===== config.mk =====
export PLATFORM = sky130hd
export DESIGN_NAME = btb_writer
export DESIGN_NICKNAME = d
export VERILOG_FILES = /design/src/rtl/btb_pkg.sv /design/src/rtl/btb_update_fifo.sv /design/src/rtl/btb_writer.sv
export SDC_FILE = /design/constraint.sdc
export NUM_CORES = 1
export LEC_CHECK = 0
export ABC_AREA = 1
export CAP_MARGIN = 30
export CORE_MARGIN = 3
export CORE_UTILIZATION = 45
export DETAILED_ROUTE_END_ITERATION = 8
export GPL_TIMING_DRIVEN = 0
export PLACE_DENSITY = 0.66
export RECOVER_POWER = 50
export REMOVE_ABC_BUFFERS = 1
export SYNTH_ARGS = -nofsm -noshare
export SYNTH_HDL_FRONTEND = slang
export SYNTH_SLANG_ARGS = --single-unit

===== constraint.sdc =====
create_clock -name clk -period 9.2 [get_ports clk]
set_clock_uncertainty 0.05 [all_clocks]
set_input_delay 1.84 -clock clk [delete_from_list [all_inputs] [get_ports clk]]
set_output_delay 1.84 -clock clk [all_outputs]
set_load 0.02 [all_outputs]

===== src/rtl/btb_pkg.sv =====
// btb_pkg: shared types and defaults for the BTB update path.
package btb_pkg;

  localparam int BTB_ENTRIES_DEFAULT = 8;
  localparam int BTB_QDEPTH_DEFAULT  = 4;

  // Writer sequencing: look for an existing cell, then strobe one cell.
  typedef enum logic [1:0] {
    IDLE  = 2'd0,
    PROBE = 2'd1,
    WRITE = 2'd2
  } btb_wr_state_e;

  // One resolved taken branch waiting to be written.
  typedef struct packed {
    logic [31:0] pc;
    logic [31:0] target;
  } btb_update_t;

endpackage


===== src/rtl/btb_update_fifo.sv =====
// btb_update_fifo: small FIFO of resolved branches. Exposes the head and the
// entry behind it so the writer can chain straight into the next probe.
module btb_update_fifo
  import btb_pkg::*;
#(
  parameter int QDEPTH = BTB_QDEPTH_DEFAULT
) (
  input  logic                     clk,
  input  logic                     rst_n,
  input  logic                     push,
  input  btb_update_t              push_data,
  input  logic                     pop,
  output btb_update_t              head,
  output btb_update_t              second,
  output logic                     full,
  output logic                     empty,
  output logic [$clog2(QDEPTH):0]  count
);

  localparam int AW = $clog2(QDEPTH);
  localparam logic [AW:0]   CNT_FULL = QDEPTH[AW:0];
  localparam logic [AW:0]   CNT_ONE  = 1;
  localparam logic [AW-1:0] PTR_ONE  = 1;

  btb_update_t   mem_q [QDEPTH];
  logic [AW-1:0] wr_ptr_q;
  logic [AW-1:0] rd_ptr_q;
  logic [AW-1:0] rd_next;
  logic [AW:0]   count_q;
  logic          push_ok;
  logic          pop_ok;

  assign full    = (count_q == CNT_FULL);
  assign empty   = (count_q == '0);
  assign push_ok = push && !full;
  assign pop_ok  = pop && !empty;
  assign rd_next = rd_ptr_q + PTR_ONE;
  assign head    = mem_q[rd_ptr_q];
  assign second  = mem_q[rd_next];
  assign count   = count_q;

  // Payload storage; contents need no reset since occupancy gates every read.
  always_ff @(posedge clk) begin
    if (push_ok) begin
      mem_q[wr_ptr_q] <= push_data;
    end
  end

  // Pointers wrap naturally at QDEPTH (power of two); count tracks occupancy.
  always_ff @(posedge clk) begin
    if (!rst_n) begin
      wr_ptr_q <= '0;
      rd_ptr_q <= '0;
      count_q  <= '0;
    end else begin
      if (push_ok) wr_ptr_q <= wr_ptr_q + PTR_ONE;
      if (pop_ok)  rd_ptr_q <= rd_next;
      case ({push_ok, pop_ok})
        2'b10:   count_q <= count_q + CNT_ONE;
        2'b01:   count_q <= count_q - CNT_ONE;
        default: count_q <= count_q;
      endcase
    end
  end

endmodule


===== src/rtl/btb_writer.sv =====
// btb_writer: sole writer of the BTB cell array. Queues resolved branches,
// probes the cells for an existing PC, then strobes exactly one cell.
module btb_writer
  import btb_pkg::*;
#(
  parameter int ENTRIES = BTB_ENTRIES_DEFAULT,
  parameter int QDEPTH  = BTB_QDEPTH_DEFAULT
) (
  input  logic               clk,
  input  logic               rst_n,
  input  logic               resolve_valid,
  output logic               resolve_ready,
  input  logic [31:0]        resolve_pc,
  input  logic [31:0]        resolve_target,
  input  logic               stall_update,
  input  logic [ENTRIES-1:0] cell_update_match,
  output logic [31:0]        cell_update_addr,
  output logic [31:0]        cell_update_target,
  output logic [ENTRIES-1:0] cell_update,
  output logic [ENTRIES-1:0] entry_valid,
  output logic               busy
);

  localparam int PW = $clog2(ENTRIES);
  localparam int QW = $clog2(QDEPTH);
  localparam logic [QW:0]   CNT_TWO = 2;
  localparam logic [PW-1:0] PTR_ONE = 1;

  btb_wr_state_e      state_q;
  logic [ENTRIES-1:0] hit_q;
  logic [ENTRIES-1:0] entry_valid_q;
  logic [ENTRIES-1:0] entry_valid_d;
  logic [PW-1:0]      ptr_q;
  logic [PW-1:0]      ptr_d;
  logic [31:0]        addr_q;
  logic [31:0]        target_q;

  btb_update_t        fifo_head;
  btb_update_t        fifo_second;
  btb_update_t        fifo_in;
  logic               fifo_full;
  logic               fifo_empty;
  logic [QW:0]        fifo_count;
  logic               fifo_push;
  logic               fifo_pop;

  logic [PW-1:0]      hit_idx;
  logic [PW-1:0]      free_idx;
  logic [PW-1:0]      victim_idx;
  logic [ENTRIES-1:0] victim_oh;
  logic               advance;

  // Ready is forced low while reset is held so nothing is accepted then.
  assign resolve_ready  = rst_n && !fifo_full;
  assign fifo_push      = resolve_valid && resolve_ready;
  assign fifo_pop       = (state_q == WRITE) && rst_n;
  assign fifo_in.pc     = resolve_pc;
  assign fifo_in.target = resolve_target;

  btb_update_fifo #(
    .QDEPTH (QDEPTH)
  ) u_fifo (
    .clk       (clk),
    .rst_n     (rst_n),
    .push      (fifo_push),
    .push_data (fifo_in),
    .pop       (fifo_pop),
    .head      (fifo_head),
    .second    (fifo_second),
    .full      (fifo_full),
    .empty     (fifo_empty),
    .count     (fifo_count)
  );

  // Lowest-index hit and lowest-index free entry (scan downward, last wins).
  always_comb begin
    hit_idx  = '0;
    free_idx = '0;
    for (int i = ENTRIES - 1; i >= 0; i--) begin
      if (hit_q[i])          hit_idx  = PW'(i);
      if (!entry_valid_q[i]) free_idx = PW'(i);
    end
  end

  // Hit wins, then a free slot; only a full table consumes the round-robin pointer.
  assign advance    = !(|hit_q) && (&entry_valid_q);
  assign victim_idx = (|hit_q)          ? hit_idx  :
                      (&entry_valid_q)  ? ptr_q    : free_idx;
  assign ptr_d         = advance ? (ptr_q + PTR_ONE) : ptr_q;
  assign entry_valid_d = entry_valid_q | victim_oh;

  for (genvar gi = 0; gi < ENTRIES; gi++) begin : g_victim_oh
    assign victim_oh[gi] = (victim_idx == PW'(gi));
  end

  // Strobe is qualified by rst_n so a reset landing on WRITE never loads a cell.
  assign cell_update        = ((state_q == WRITE) && rst_n) ? victim_oh : '0;
  assign cell_update_addr   = addr_q;
  assign cell_update_target = target_q;
  assign entry_valid        = entry_valid_q;
  assign busy               = !fifo_empty || (state_q != IDLE);

  // Writer FSM: latch head, capture the probe result, then commit one cell.
  always_ff @(posedge clk) begin
    if (!rst_n) begin
      state_q       <= IDLE;
      hit_q         <= '0;
      entry_valid_q <= '0;
      ptr_q         <= '0;
      addr_q        <= '0;
      target_q      <= '0;
    end else begin
      case (state_q)
        IDLE: begin
          if (!fifo_empty && !stall_update) begin
            addr_q   <= fifo_head.pc;
            target_q <= fifo_head.target;
            state_q  <= PROBE;
          end
        end
        PROBE: begin
          if (stall_update) begin
            state_q <= IDLE;
          end else begin
            hit_q   <= cell_update_match & entry_valid_q;
            state_q <= WRITE;
          end
        end
        WRITE: begin
          entry_valid_q <= entry_valid_d;
          ptr_q         <= ptr_d;
          // The entry behind the head becomes the new head after this pop.
          if ((fifo_count >= CNT_TWO) && !stall_update) begin
            addr_q   <= fifo_second.pc;
            target_q <= fifo_second.target;
            state_q  <= PROBE;
          end else begin
            state_q <= IDLE;
          end
        end
        default: state_q <= IDLE;
      endcase
    end
  end

endmodule


==> flow_summary.yaml <==
timing:
  report.final.setup_viol: 0
  grt_setup_unrepaired: "false"
  layout_min_cycle_time_ns: 7.08
  worst_slew_margin_rel_pct: -60.2
  setup_tns_ns: 0
  fmaxAchievable_ghz: 0.141
  timing_hold_violations_final: 0
  min_period_over_period_pct: 77.0
  worst-slew-pin-transition_ns: 2.40
  maxSlewViolCount: 125
min_path:
  worst_hold_path.endpoint: "cell_update_addr[9]$_SDFFE_PN0P_"
  worst_hold_startpoint: "cell_update_addr[9]$_SDFFE_PN0P_"
  min_delay_path_depth: 2
  worstHoldPathType: "reg2reg"
setup_path:
  crit_path_max_incr_delay_ns: 1.15
  r2r.worst_path.cells: 7
  path_common_cell: "sky130_fd_sc_hd__inv_1"
  path_delay_family: "buffers and inverters"
  critical_path.startpoint_type: "input pin"
  r2r_slack_ns: 5.84
  path_max_fanout: 32
  critical_path.reg2reg.endpoint: "cell_update_target[17]$_SDFFE_PN0P_"
  crit_slowest_cell: "sky130_fd_sc_hd__clkbuf_1"
  path_class: "in2out"
  required_ns: 7.31
  cp.buffers_inverters: 5
  end_kind: "output pin"
  worstPathCellList: "clkbuf_1, inv_2, nor2_1, inv_1, a21oi_1, nand4_1, inv_1, clkdlybuf4s50_1"
  worst-endpoint-arrival_ns: 5.19
  regToRegStartpoint: "u_fifo.count[0]$_SDFFE_PN0P_"
final_layout:
  footprint_of_the_multi_input_gates_um2: 5010
  seq_cell_area_um2: 9580
  core_occupancy_in_the_finished_layout_pct: 56.2
  fill_cells: 2831
  finish.net_count: 1800
  drive_above_1_share_pct: 5.50
  fin_area_um2: 19000
  layout.cells.most_common_list: "sky130_fd_sc_hd__nand2_1, sky130_fd_sc_hd__edfxtp_1, sky130_fd_sc_hd__o21ai_0"
  layout_commonest_cell: "sky130_fd_sc_hd__nand2_1"
  areaGrowthSynthToFinish_pct: 22.1
synth:
  synth.avg_cell_area_um2: 9.65
  ys_top_cells_by_area: "sky130_fd_sc_hd__edfxtp_1, sky130_fd_sc_hd__dfxtp_1, sky130_fd_sc_hd__nand2_1, sky130_fd_sc_hd__o21ai_0, sky130_fd_sc_hd__a21oi_1"
  area_share_of_the_leading_cell_type_in_the_synthesized_netlist_pct: 49.4
  mappedNetlistArea_um2: 15600
  yosys.area_share.simple_pct: 14.3
  synth_seq_cells: 350
  synth_top_family_by_area: "compound AO/OA/AOI/OAI gates"
  netlist-cell-type-count: 29
  synthArstFlopShare_pct: 0
  yosys_warnings: 0
  synth_seq_area_share_pct: 61.5
  synth_compound_area_share_pct: 16.9
  synth_top_area_cell: "sky130_fd_sc_hd__edfxtp_1"
  synthMuxAreaShare_pct: 0
  synthesis.instances: 1612
  synth_xor_area_share_pct: 0.0563
  yosys.area_share.adder_pct: 0.611
  number_of_enable_flip_flop_cells_after_synthesis: 256
  postSynth.topFlopCell: "sky130_fd_sc_hd__edfxtp_1"
global_route:
  grt.total_usage_pct: 21.7
  grt_max_degree: 92
  via_count_of_the_first_global_routing_pass: 12000
  grt_antenna_before_repair: 14
  grt_first_pass_wirelength_um: 62900
  grt_overflow: 0
status:
  violations: "capacitance limit, slew limit"
  status: "complete, but fails checks"
die:
  row_count: 67
  fp.dieW_um: 192
  floorplan.initialDensity_pct: 46.0
  placeableCoreArea_um2: 33800
  dieArea_um2: 36800
  boundaryPins: 158
  chipHeight_um: 192
clocking:
  postCtsHoldBufs: 0
  tritoncts_num_sinks: 350
  htree_num_levels: 2
  cts_inserted_buffers: 38
  clock_insertion_delay_worst_skew_ns: 0.53
  postCtsSetupRepairBufs: 0
  path_clk_slew_ns: 0.06
  clock_tree.root_cell: "sky130_fd_sc_hd__clkbuf_16"
  clock_path_buffers: 3
  cts-resized-gates: 0
  tritoncts: "yes"
detailed_routing:
  drt_iter0_markers: 977
  wire_per_inst_um: 18.3
  drcViolationCount: 0
  detail_route.vias_per_cell: 5.55
  antenna_left: 0
  drt-total-wl_um: 40300
  drtPass1Iterations: 5
  vias: 12200
flow_run:
  cap_violations: 3
place:
  gp_congestion: 0.780
  dpl-instance-area_um2: 17700
  dp.final_hpwl_um: 23600
  place.port_buffers: 157
power_and_ir_drop:
  design_power_total_w: 0.00354
  pwr_density_cell_nw_per_um2: 186
  leakage_nw: 6.79
  max-vdd-ir-drop_mv: 0.159
[worst max path at each step]
| stage | start | to | slack [ns] | cells after the start |
|---|---|---|---|---|
| 6_report | rst_n | cell_update[3] | 2.12 | 8 |
| 5_1_grt | rst_n | cell_update[2] | 1.78 | 8 |
| 4_1_cts | rst_n | cell_update[3] | 2.95 | 8 |
| 3_5_place_dp | rst_n | cell_update[3] | 2.96 | 8 |
| 3_3_place_gp | u_fifo.rd_ptr_q[0]$_SDFFE_PN0P_ | cell_update_addr[9]$_SDFFE_PN0P_ | -5.18 | 6 |
| 2_1_floorplan | u_fifo.rd_ptr_q[0]$_SDFFE_PN0P_ | cell_update_addr[11]$_SDFFE_PN0P_ | 3.05 | 6 |
[per-layer routing]
| layer | GRT usage, % | up-vias | part of all wire [%] |
|---|---|---|---|
| met5 | 0 | - | 0.089 |
| met4 | 7.51 | 6 | 2.4 |
| met3 | 3.85 | 93 | 7.2 |
| met2 | 37.5 | 417 | 49 |
| met1 | 27.4 | 5826 | 41 |
| li1 | - | 5885 | - |
[cells by family (layout without fill, tap and decap cells)]
family,count (synthesis),in the layout
simple gates,532,532
other cells,0,10
fa+ha+maj,7,7
flops,350,350
xor+xnor,1,1
buf+inv,241,376
compound gates,481,481
[per-stage QoR]
step                      worst slack [ns]  hold WS, ns  cells
final                                 2.12        0.408   2205
after floorplan                       3.05        0.402   1499
after CTS                             2.95        0.415   2195
after global routing                  1.78        0.435   2203
after detailed placement              2.96        0.406   2125
after global placement               -5.18        0.407   2104
[worst min-delay path: stages, from the launching register on]
cell	delay, ns
sky130_fd_sc_hd__dfxtp_1	0.30
sky130_fd_sc_hd__nand2_1	0.05
sky130_fd_sc_hd__a21oi_1	0.05
[where the power goes]
group          total [W]  internal, W  switching (W)
Combinational   0.000207    0.0000842       0.000122
Sequential       0.00176      0.00174      0.0000215
Clock            0.00157     0.000976       0.000596
[registers in the layout (all words and copies together) (netlist names), 3 cells and up, named ones only]
name / count
cell_update_addr: 32
hit_q: 8
entry_valid: 8
ptr_q: 3
cell_update_target: 32
u_fifo.mem_q: 256
u_fifo.count: 3
[synth_stat cells (51+ instances only)]
cell type                    n
sky130_fd_sc_hd__inv_1     120
sky130_fd_sc_hd__clkbuf_1   57
sky130_fd_sc_hd__o31ai_1    54
sky130_fd_sc_hd__nor2_1    110
sky130_fd_sc_hd__edfxtp_1  256
sky130_fd_sc_hd__o21ai_1    55
sky130_fd_sc_hd__nand2_1   309
sky130_fd_sc_hd__o21ai_0   177
sky130_fd_sc_hd__nand4_1    51
sky130_fd_sc_hd__a21oi_1   158
sky130_fd_sc_hd__nand3_1    53
sky130_fd_sc_hd__dfxtp_1    94
[area by class of cell]
class | instances | area share, %
antenna | 10 | 0.132
clock buffer | 60 | 5.87
clock inverter | 10 | 1.01
inverter | 128 | 2.56
multi-input combinational | 1021 | 26.4
sequential | 350 | 50.4
tap | 448 | 2.95
timing repair buffer | 178 | 10.6
Note: power is estimated with default switching activity, not from simulation.
